===== src/rtl/headgen_seq_ctrl_if.sv =====
// Bus bundle between the packet scheduler, the header mux and the egress byte
// stream. The egress side uses strict valid/ready: a byte transfers on a rising
// clock edge where out_valid and out_ready are both high; once out_valid rises,
// mux_sel, out_valid and out_last hold steady until that transfer happens, and
// out_valid never depends combinationally on out_ready.
interface headgen_seq_ctrl_if #(
  parameter int AW = 4
) ();
  logic          cfg_we;
  logic [AW-1:0] cfg_addr;
  logic [8:0]    cfg_data;
  logic [AW:0]   cfg_len;
  logic          start;
  logic [15:0]   fld_a;
  logic [15:0]   fld_b;
  logic          busy;
  logic [8:0]    mux_sel;
  logic [15:0]   mux_fld_a;
  logic [15:0]   mux_fld_b;
  logic          out_valid;
  logic          out_ready;
  logic          out_last;
  logic          hdr_done;

  // Scheduler / egress side.
  modport master (
    output cfg_we, cfg_addr, cfg_data, cfg_len, start, fld_a, fld_b, out_ready,
    input  busy, mux_sel, mux_fld_a, mux_fld_b, out_valid, out_last, hdr_done
  );

  // Sequencer side.
  modport slave (
    input  cfg_we, cfg_addr, cfg_data, cfg_len, start, fld_a, fld_b, out_ready,
    output busy, mux_sel, mux_fld_a, mux_fld_b, out_valid, out_last, hdr_done
  );
endinterface


===== src/rtl/headgen_seq_ctrl.sv =====
// Header-generator sequencer: walks a programmable 9-bit template and drives
// the output mux select one entry per accepted egress byte. Every output is a
// flop; the FSM state is exposed on o_dbg_state.
module headgen_seq_ctrl #(
  parameter int HDR_MAX = 16,
  parameter int AW      = 4
) (
  input  logic                clk,
  input  logic                rst,
  headgen_seq_ctrl_if.slave   bus,
  output logic [1:0]          o_dbg_state
);

  typedef enum logic [1:0] {
    S_IDLE = 2'd0,
    S_LOAD = 2'd1,
    S_SEND = 2'd2,
    S_DONE = 2'd3
  } state_t;

  localparam logic [AW:0] LP_MAX = (AW+1)'(HDR_MAX);

  state_t        r_state, w_state_nxt;
  logic [AW-1:0] r_ptr, w_ptr_nxt;
  logic [AW:0]   r_len, w_len_nxt;
  logic [8:0]    r_sel, w_sel_nxt;
  logic [15:0]   r_fa, w_fa_nxt;
  logic [15:0]   r_fb, w_fb_nxt;
  logic          r_valid, w_valid_nxt;
  logic          r_last, w_last_nxt;
  logic          r_busy, w_busy_nxt;
  logic          r_done, w_done_nxt;
  logic [8:0]    r_tmpl [HDR_MAX];

  logic [AW-1:0] w_ptr_inc;
  logic [AW:0]   w_len_m1;
  logic          w_at_end;
  logic          w_tmpl_wr;

  assign w_ptr_inc = r_ptr + AW'(1);
  assign w_len_m1  = r_len - (AW+1)'(1);
  assign w_at_end  = ({1'b0, r_ptr} == w_len_m1);
  // Writes only land while idle so a header always sees one stable template.
  assign w_tmpl_wr = bus.cfg_we && (r_state == S_IDLE) && !r_busy;

  // Template storage: cleared on reset, written only between headers.
  always_ff @(posedge clk) begin
    if (!rst) begin
      for (int i = 0; i < HDR_MAX; i++) r_tmpl[i] <= '0;
    end else if (w_tmpl_wr) begin
      r_tmpl[bus.cfg_addr] <= bus.cfg_data;
    end
  end

  // Next-state and next-output logic; every register holds unless a state says otherwise.
  always_comb begin
    w_state_nxt = r_state;
    w_ptr_nxt   = r_ptr;
    w_len_nxt   = r_len;
    w_sel_nxt   = r_sel;
    w_fa_nxt    = r_fa;
    w_fb_nxt    = r_fb;
    w_valid_nxt = r_valid;
    w_last_nxt  = r_last;
    w_busy_nxt  = r_busy;
    w_done_nxt  = 1'b0;
    case (r_state)
      S_IDLE: begin
        if (bus.start && (bus.cfg_len != '0)) begin
          w_len_nxt   = (bus.cfg_len > LP_MAX) ? LP_MAX : bus.cfg_len;
          w_fa_nxt    = bus.fld_a;
          w_fb_nxt    = bus.fld_b;
          w_ptr_nxt   = '0;
          w_busy_nxt  = 1'b1;
          w_state_nxt = S_LOAD;
        end
      end
      S_LOAD: begin
        // The template read here already includes a write accepted alongside start.
        w_sel_nxt   = r_tmpl[0];
        w_last_nxt  = (r_len == (AW+1)'(1));
        w_valid_nxt = 1'b1;
        w_state_nxt = S_SEND;
      end
      S_SEND: begin
        if (bus.out_ready) begin
          if (!w_at_end) begin
            w_ptr_nxt  = w_ptr_inc;
            w_sel_nxt  = r_tmpl[w_ptr_inc];
            w_last_nxt = ({1'b0, w_ptr_inc} == w_len_m1);
          end else begin
            w_valid_nxt = 1'b0;
            w_last_nxt  = 1'b0;
            w_state_nxt = S_DONE;
          end
        end
      end
      S_DONE: begin
        w_done_nxt  = 1'b1;
        w_busy_nxt  = 1'b0;
        w_state_nxt = S_IDLE;
      end
      default: w_state_nxt = S_IDLE;
    endcase
  end

  // State and output registers; reset aborts any header in flight.
  always_ff @(posedge clk) begin
    if (!rst) begin
      r_state <= S_IDLE;
      r_ptr   <= '0;
      r_len   <= '0;
      r_sel   <= '0;
      r_fa    <= '0;
      r_fb    <= '0;
      r_valid <= 1'b0;
      r_last  <= 1'b0;
      r_busy  <= 1'b0;
      r_done  <= 1'b0;
    end else begin
      r_state <= w_state_nxt;
      r_ptr   <= w_ptr_nxt;
      r_len   <= w_len_nxt;
      r_sel   <= w_sel_nxt;
      r_fa    <= w_fa_nxt;
      r_fb    <= w_fb_nxt;
      r_valid <= w_valid_nxt;
      r_last  <= w_last_nxt;
      r_busy  <= w_busy_nxt;
      r_done  <= w_done_nxt;
    end
  end

  assign bus.busy      = r_busy;
  assign bus.mux_sel   = r_sel;
  assign bus.mux_fld_a = r_fa;
  assign bus.mux_fld_b = r_fb;
  assign bus.out_valid = r_valid;
  assign bus.out_last  = r_last;
  assign bus.hdr_done  = r_done;
  assign o_dbg_state   = r_state;

endmodule


===== src/flat_wrapper.sv =====
// flat-port wrapper written by rule: the top's interface ports become plain ports
module headgen_seq_ctrl_flat 
#(
  parameter int HDR_MAX = 16,
  parameter int AW      = 4
)
  (clk, rst, o_dbg_state, bus_cfg_we, bus_cfg_addr, bus_cfg_data, bus_cfg_len, bus_start, bus_fld_a, bus_fld_b, bus_out_ready, bus_busy, bus_mux_sel, bus_mux_fld_a, bus_mux_fld_b, bus_out_valid, bus_out_last, bus_hdr_done);
  headgen_seq_ctrl_if #(.AW(AW)) bus_i ();
  input  logic clk;
  input  logic rst;
  output logic [1:0] o_dbg_state;
  input wire logic [$bits(bus_i.cfg_we)-1:0] bus_cfg_we;
  input wire logic [$bits(bus_i.cfg_addr)-1:0] bus_cfg_addr;
  input wire logic [$bits(bus_i.cfg_data)-1:0] bus_cfg_data;
  input wire logic [$bits(bus_i.cfg_len)-1:0] bus_cfg_len;
  input wire logic [$bits(bus_i.start)-1:0] bus_start;
  input wire logic [$bits(bus_i.fld_a)-1:0] bus_fld_a;
  input wire logic [$bits(bus_i.fld_b)-1:0] bus_fld_b;
  input wire logic [$bits(bus_i.out_ready)-1:0] bus_out_ready;
  output wire logic [$bits(bus_i.busy)-1:0] bus_busy;
  output wire logic [$bits(bus_i.mux_sel)-1:0] bus_mux_sel;
  output wire logic [$bits(bus_i.mux_fld_a)-1:0] bus_mux_fld_a;
  output wire logic [$bits(bus_i.mux_fld_b)-1:0] bus_mux_fld_b;
  output wire logic [$bits(bus_i.out_valid)-1:0] bus_out_valid;
  output wire logic [$bits(bus_i.out_last)-1:0] bus_out_last;
  output wire logic [$bits(bus_i.hdr_done)-1:0] bus_hdr_done;
  assign bus_i.cfg_we = bus_cfg_we;
  assign bus_i.cfg_addr = bus_cfg_addr;
  assign bus_i.cfg_data = bus_cfg_data;
  assign bus_i.cfg_len = bus_cfg_len;
  assign bus_i.start = bus_start;
  assign bus_i.fld_a = bus_fld_a;
  assign bus_i.fld_b = bus_fld_b;
  assign bus_i.out_ready = bus_out_ready;
  assign bus_busy = bus_i.busy;
  assign bus_mux_sel = bus_i.mux_sel;
  assign bus_mux_fld_a = bus_i.mux_fld_a;
  assign bus_mux_fld_b = bus_i.mux_fld_b;
  assign bus_out_valid = bus_i.out_valid;
  assign bus_out_last = bus_i.out_last;
  assign bus_hdr_done = bus_i.hdr_done;
  headgen_seq_ctrl #(.HDR_MAX(HDR_MAX), .AW(AW)) u_core (.clk(clk), .rst(rst), .bus(bus_i), .o_dbg_state(o_dbg_state));
endmodule

===== config.mk =====
export PLATFORM = sky130hd
export DESIGN_NAME = headgen_seq_ctrl_flat
export DESIGN_NICKNAME = d
export VERILOG_FILES = /design/src/rtl/headgen_seq_ctrl_if.sv /design/src/rtl/headgen_seq_ctrl.sv /design/src/flat_wrapper.sv
export SDC_FILE = /design/constraint.sdc
export NUM_CORES = 1
export LEC_CHECK = 0
export ABC_AREA = 1
export CORE_MARGIN = 3
export CORE_UTILIZATION = 51
export DETAILED_ROUTE_END_ITERATION = 6
export GPL_TIMING_DRIVEN = 0
export PLACE_DENSITY = 0.76
export SKIP_CTS_REPAIR_TIMING = 1
export SYNTH_ARGS = -nofsm -noshare
export SYNTH_HDL_FRONTEND = slang
export SYNTH_SLANG_ARGS = --single-unit

===== constraint.sdc =====
create_clock -name clk -period 2 [get_ports clk]
set_input_delay 0.6 -clock clk [delete_from_list [all_inputs] [get_ports clk]]
set_output_delay 0.6 -clock clk [all_outputs]
set_load 0.05 [all_outputs]

# Word-level counts from Yosys, hierarchy flattened
# Memory sizes are Yosys's and may differ from the RTL's.
# Index checks and enable logic that the tools add are counted.
# classes
n_reduce_logical,17
addsub,2
n_lt_le_gt_ge,1
muxes,28
n_eq_ne,10
# ops
cell,count
2-to-1 mux 9 bit,3
one-hot mux 9 bit (2 select lines),1
2-to-1 mux 4 bit,4
2-to-1 mux 1 bit,11
equality test 4 x 5 -> 1 bit,2
AND reduction 3 bit,3
OR reduction 9 bit,1
one-hot mux 2 bit (4 select lines),1
one-hot mux 4 bit (2 select lines),1
2-to-1 mux 2 bit,3
!= test 2 bit (second input constant),3
one-hot mux 1 bit (2 select lines),3
AND reduction 2 bit,3
nonzero test 2 bit,3
equality test 5 x 1 -> 1 bit (second input constant),1
greater-than comparator 5 bit (second input constant),1
2-to-1 mux 5 bit,1
nonzero test 5 bit,1
subtractor 5 x 1 -> 5 bit (second input constant),1
adder 4 x 1 -> 4 bit (second input constant),1
equality test 2 bit (second input constant),2
AND reduction 4 bit,1
logical AND 1 bit,3
equality test 2 x 1 -> 1 bit (second input constant),1
other kinds (3),3
# totals
output_inout_bits,47
ram_bits,144
inputBits,55
word_cells,69
n_memories,1
ff_bits,56
# memory_table
memory,depth,word_bits,rd,rd_ports_with_merged_regs,wr,line_no,rtl
u_core.r_tmpl,16,9,2,0,16,headgen_seq_ctrl.sv:33,logic [8:0] r_tmpl [HDR_MAX];

# Depth between registers and ports, before layout
# Gate-level depths: netlist of the first run.
# logic_depth
ltp_word,8
mapped_depth,13
ltp_nobuf,13

# Worst setup path after synthesis of the first run
# OpenSTA, ideal clock, no wires.
# synth_timing
kind,flip-flop to flip-flop
startpoint,register u_core.r_state[0] (netlist: u_core.o_dbg_state[0])
endpoint,memory u_core.r_tmpl[1][0] (enable)
period_less_slack_ns,2.066
path_slack_ns,-0.066
required_ns,1.691
t_arrival_ns,1.757
path_stages_with_launch,7
path_cell_list,dfxtp_1 inv_1 ha_1 nand4_1 nor2_1 nand2_1 nand2_1
# synth_lines
element,line_no,rtl
start: declaration,headgen_seq_ctrl.sv:23,"state_t r_state, w_state_nxt;"
start signal: assignment,headgen_seq_ctrl.sv:121,r_state <= w_state_nxt;
end: declaration,headgen_seq_ctrl.sv:33,

==> flow_summary.yaml, run 1 <==
status:
  status: "complete, but fails checks"
  failed_checks: "negative setup slack"
drt:
  wirelength_mm: 25.7
  ant_nets: 0
  drt_iter0_markers: 719
  via_count: 7899
  first_pass_iters: 5
  via_per_inst: 5.41
  drt-wirelength-per-cell_um: 17.6
  drc: 0
setup_path:
  crit_type: "flip-flop to flip-flop"
  start_kind: "flip-flop"
  arrival_ns: 2.27
  max_stage_delay_ns: 0.35
  cp.required_ns: 2.11
  crit_path_start: "u_core.o_dbg_state[0]"
  worstPathCellList: "inv_1, ha_2, nand4_1, buf_4, nor3_4, nand2_1, nand2_2"
  r2r_start: "u_core.o_dbg_state[0]"
  crit_slowest_cell: "dfxtp_2"
  critPathMaxFanout: 10
  cp-end-kind: "flip-flop"
floorplanning:
  dieWidth_um: 141
  rows: 48
  ioPinCount: 102
  die_h_um: 141
  core_mm2: 0.0175
  die-area_mm2: 0.0198
  initial_core_util_pct: 52.7
global_routing:
  antenna_found_initial: 0
  grt_pass1_wl_mm: 39.5
  first_global_vias: 7254
  grtUsageTotal_pct: 25.8
  grt_overflow: 0
  grt_max_degree: 18
sta:
  hold_viol: 0
  min_period_ns: 2.16
  worst_pin_slew_ns: 1.33
  clock.fmax_mhz: 463
  worst_slack_ns: -0.158
  setup_viol_count_final: 63
  timing.hold.ws_ns: 0.462
  fin_setup_tns_ns: -3.40
  fin_skew_ns: 0.00760
  rsz0062_at_grt: "true"
  fin_crit_sh_pct: 108
  maxSlewViolCount: 0
  maxSlewHeadroom_pct: 11.6
logic_synthesis:
  synthArstFlopShare_pct: 0
  synth.mux.area_fraction_pct: 0
  synth_top_family_by_area: "simple AND/OR/NAND/NOR gates"
  synthAdderAreaFrac_pct: 0.947
  seq_area_frac_synth_pct: 58.9
  synthCells: 1099
  synth_area_mm2: 0.00925
  yosysWarningCount: 0
  synth_simple_gate_area_share_pct: 30.1
  synth_compound_area_share_pct: 4.25
  synth_cell_types: 32
  ys_seq_elements: 200
  synth_edf_count: 144
  synth-xor-area-share_pct: 0.189
  syn_avg_cell_area_um2: 8.41
  synthFlopType: "edfxtp_1"
  synth_nets: 1161
pwr:
  cellPowerDensity_mw_per_mm2: 1120
  p_switching_uw: 4690
  combPwrFrac_pct: 33.1
  p_seq_share_pct: 39.9
  power.internal_uw: 8150
  swShare_pct: 36.5
  vdd_drop_max_v: 0.000955
  pwr-share-clk_pct: 27.0
  leakage_uw: 0.00559
cts:
  cts_tree: "yes"
  cts_buffers: 17
  cts_sinks: 200
  clk_pin_slew_ns: 0.07
  cts_root_buf: "clkbuf_16"
  cts_htree_levels: 4
  cts_buffer_depth: 2
  clock_latency_ns: 0.44
placement:
  place_congestion: 0.970
  io_buffers: 100
  postPlaceCellArea_mm2: 0.0105
  hpwl_mm: 17.9
layout:
  mostFrequentLayoutCells: "nand2_1 (291), nor2_1 (265), edfxtp_1 (144)"
  area_delta_synth_final_pct: 24.5
  fin_area_mm2: 0.0115
  drive_gt1_share_pct: 9.72
  final_common_cell: "nand2_1"
  finalNetCount: 1283
  n_antenna_cell: 0
hold_path:
  hp-start: "u_core.bus.out_valid"
  worstHoldPathType: "flip-flop to flip-flop"
job:
  maxCapViolCount: 0
power by group through the flow:
stage          registers, uW  logic (uW)  clock network (uW)
6_report                5120        4250                3470
5_1_grt                 5170        4610                3640
4_1_cts                 5130        4110                3460
3_5_place_dp            5220        4080                   0
3_3_place_gp            5200        4040                   0
2_1_floorplan           6260        1740                   0
worst max-delay path: cells and delay by family (launching register included):
kind          cells  cell delay [ns]
buf+inv           2             0.28
flops             1             0.35
simple gates      4             0.99
fa+ha+maj         1             0.22
sequential cells by signal, summed over array words and instances (netlist names):
register / count
u_core.bus.out_valid: 1
u_core.r_len: 5
u_core.bus.mux_sel: 9
u_core.r_ptr: 4
u_core.bus.busy: 1
u_core.r_tmpl: 144
u_core.o_dbg_state: 2
u_core.bus.mux_fld_b: 16
u_core.bus.mux_fld_a: 16
u_core.bus.hdr_done: 1
u_core.bus.out_last: 1
cell type report:
cell class | count | area (um2)
inverter | 71 | 270
multi-input combinational | 775 | 3500
fill | 1414 | 6030
tap | 225 | 282
timing repair buffer | 102 | 1130
clock inverter | 13 | 145
sequential | 200 | 5450
buffer | 54 | 284
clock buffer | 19 | 443
cells in the mapped netlist, types with 2 or more instances:
library cell,number,share of area [%]
ha_1,7,0.95
o211ai_1,3,0.24
nor2_2,3,0.20
inv_2,5,0.20
nor2_1,267,11
edfxtp_1,144,47
inv_1,65,2.6
nand3_1,81,4.4
nand3b_1,9,0.73
nand2_2,2,0.14
o21ai_1,9,0.49
a211oi_1,4,0.32
nor3_2,2,0.22
nand4_1,6,0.41
clkbuf_1,30,1.2
o21ai_0,40,2.2
buf_2,19,1.0
buf_4,2,0.16
a21oi_1,12,0.65
dfxtp_1,56,12
nand2_1,321,13
buf_6,2,0.24
kinds of logic after synthesis:
| kind of cell | after synthesis |
|---|---|
| compound gates | 71 |
| xor+xnor | 2 |
| flops | 200 |
| simple gates | 694 |
| buf+inv | 125 |
| fa+ha+maj | 7 |
through the flow:
| stage | power, uW | utilization, % | std cells | setup WS, ns |
|---|---|---|---|---|
| after detailed placement | 9300 | 60.0 | 1424 | -0.871 |
| after floorplan | 7990 | - | 1099 | 0.0457 |
| after global placement | 9250 | 60.0 | 1424 | -0.848 |
| after CTS | 12700 | 63.4 | 1456 | -0.510 |
| after global routing | 13400 | 65.6 | 1459 | -0.227 |
| final | 12800 | 65.6 | 1459 | -0.158 |
path summary, 6_finish.rpt:
kind | end | slack (ns) | cells past startpoint
min reg2reg | u_core.bus.out_valid | 0.46 | 2
max | u_core.r_tmpl[4][8] | -0.16 | 7
min | u_core.bus.out_valid | 0.46 | 2
max reg2reg | u_core.r_tmpl[4][8] | -0.16 | 7
routing by layer:
metal	wire length (um)	global-route usage, %	part of all wire (%)
met1	10800	35.8	42
met2	12000	40.8	47
met3	2150	4.92	8.4
met4	752	9.64	2.9
met5	0	0	0
No activity file was read; power rests on OpenSTA's default activity.
==> inputs of run 2 (changes only) <==
--- a/config.mk
+++ b/config.mk
@@ -7,10 +7,10 @@
 export LEC_CHECK = 0
 export ABC_AREA = 1
 export CORE_MARGIN = 3
-export CORE_UTILIZATION = 51
+export CORE_UTILIZATION = 25
+export CTS_CLUSTER_DIAMETER = 80
 export DETAILED_ROUTE_END_ITERATION = 6
 export GPL_TIMING_DRIVEN = 0
-export PLACE_DENSITY = 0.76
 export SKIP_CTS_REPAIR_TIMING = 1
 export SYNTH_ARGS = -nofsm -noshare
 export SYNTH_HDL_FRONTEND = slang
==> constraint.sdc (replaced) <==
create_clock -name clk -period 2.6 [get_ports clk]
set_input_delay 0.78 -clock clk [delete_from_list [all_inputs] [get_ports clk]]
set_output_delay 0.78 -clock clk [all_outputs]
set_load 0.05 [all_outputs]
==> run 2 against run 1 <==
- the run now ends clean
- sequential power decreased by 23%
- setup slack improved by 0.24 ns
- clock skew increased by 0.0078 ns
- clock-buffer cell count decreased by 1
- via count decreased by 1.7%
- critical path depth decreased by 1
- combinational power decreased by 24%
- cell count increased by 16%
- non-clock buffer count decreased by 1
- die area increased by 99%
- register-to-register slack improved by 0.33 ns
- clock power decreased by 25%
- critical path type is now input port to flip-flop
==> flow_summary.yaml, run 2 (synthesized netlist as in run 1, its figures left out) <==
drt:
  drc: 0
  met2_length_mm: 12.0
  first_pass_iters: 5
  drt-wirelength-per-cell_um: 16.0
  drt_iter0_markers: 863
  via_per_inst: 4.59
  ant_nets: 0
  top_layer: "met4"
  wirelength_mm: 27.2
  wl_met3_mm: 2.36
  met1Wirelength_mm: 12.3
  via_count: 7763
layout:
  mostFrequentLayoutCells: "nand2_1 (319), nor2_1 (265), edfxtp_1 (144)"
  final_common_cell: "nand2_1"
  n_fill_cell: 3746
  finalNetCount: 1281
  final_util_pct: 31.7
  drive_gt1_share_pct: 5.84
  largest-register: "u_core.r_tmpl"
  n_antenna_cell: 0
  largest_register_ffs: 144
  area_delta_synth_final_pct: 23.5
  finalNonFillerCells: 1693
placement:
  placed_cells: 1660
  hpwl_mm: 19.5
  io_buffers: 100
  place_congestion: 0.873
sta:
  worst_pin_slew_ns: 0.879
  fin_crit_sh_pct: 96.7
  maxSlewViolCount: 0
  setup_viol_count_final: 0
  rsz0062_at_grt: "false"
  hold_viol: 0
  fin_skew_ns: 0.0154
  maxSlewHeadroom_pct: 41.4
  clock.fmax_mhz: 398
  min_period_ns: 2.52
setup_path:
  start_kind: "input port"
  cp.required_ns: 2.70
  worstRegToRegCells: 7
  critPathMaxFanout: 10
  cp_common_cell: "nand2_1"
  regToRegEndpoint: "u_core.r_tmpl[5][8]"
  r2r_slack_ns: 0.17
  crit_type: "input port to flip-flop"
  r2r_start: "u_core.o_dbg_state[0]"
  worstPathCellList: "clkdlybuf4s50_1, nand4_1, buf_4, nor2_2, nand2_1, nand2_1"
  arrival_ns: 2.61
  cp-end-kind: "flip-flop"
  max_stage_delay_ns: 0.47
  crit_slowest_cell: "clkdlybuf4s50_1"
floorplanning:
  core_mm2: 0.0360
  dieWidth_um: 198
  ioPinCount: 102
  rows: 69
  initial_core_util_pct: 25.7
  die_h_um: 198
  die-area_mm2: 0.0393
pwr:
  vdd_drop_max_v: 0.000378
  leakage_uw: 0.00481
  cellPowerDensity_mw_per_mm2: 856
global_routing:
  grt_max_degree: 20
  grt_overflow: 0
  grtUsageTotal_pct: 13.6
  grt_pass1_wl_mm: 40.9
  first_global_vias: 7179
  antenna_found_initial: 0
status:
  status: "finished, final reports clean"
cts:
  cts_tree: "yes"
  clk_pin_slew_ns: 0.08
  cts_sinks: 200
  cts_htree_levels: 4
  cts_root_buf: "clkbuf_16"
  cts_buffer_depth: 2
  clock_latency_ns: 0.45
  cts_buffers: 17
job:
  maxCapViolCount: 0
hold_path:
  hp-start: "u_core.bus.out_valid"
  worstHoldPathType: "flip-flop to flip-flop"
  hold_end: "u_core.bus.out_valid"
  holdPathStages: 2
-- run 2: area by class of cell --
| class | instances | area [um2] | area share (%) |
|---|---|---|---|
| well taps | 461 | 577 | 5.05 |
| clock inverters | 14 | 138 | 1.20 |
| multi-input cells | 774 | 3310 | 29.0 |
| repair buffers | 101 | 1010 | 8.85 |
| plain buffers | 54 | 249 | 2.18 |
| inverters | 71 | 267 | 2.33 |
| flip-flops and latches | 200 | 5450 | 47.7 |
| clock buffers | 18 | 429 | 3.76 |
-- run 2: critical path: cells and delay by family --
| family | cells | cell delay (ns) |
|---|---|---|
| buf+inv | 2 | 0.67 |
| simple gates | 4 | 1.16 |
-- run 2: stage by stage --
step	hold WS (ns)	area, um2	worst slack [ns]	total power (uW)	setup TNS (ns)
floorplan	0.464	9250	0.466	6140	0
global placement	0.476	10800	-0.833	7190	-123.91
detailed placement	0.479	10800	-0.836	7210	-133.56
CTS	0.491	11400	-0.374	9780	-33.15
global route	0.502	11400	0.0135	10200	0
finish	0.485	11400	0.0848	9770	0
-- run 2: worst max-delay path by stage --
stage                     startpoint                  end
after floorplan                  rst  u_core.r_tmpl[0][0]
after global routing      bus_cfg_we  u_core.r_tmpl[1][1]
final                     bus_cfg_we  u_core.r_tmpl[5][8]
after global placement    bus_cfg_we  u_core.r_tmpl[9][5]
after detailed placement  bus_cfg_we  u_core.r_tmpl[9][4]
after CTS                 bus_cfg_we  u_core.r_tmpl[9][7]
-- run 2: report_power, final --
part           internal, uW  total (uW)  switching [uW]
Combinational          1010        3220            2220
Sequential             3770        3950             180
Clock                  1270        2600            1320
-- run 2: metal layers --
metal | GRT usage [%] | up-vias
met4 | 4.27 | 0
met5 | 0 | -
li1 | - | 3781
met1 | 19.4 | 3647
met2 | 20.3 | 304
met3 | 3.15 | 31
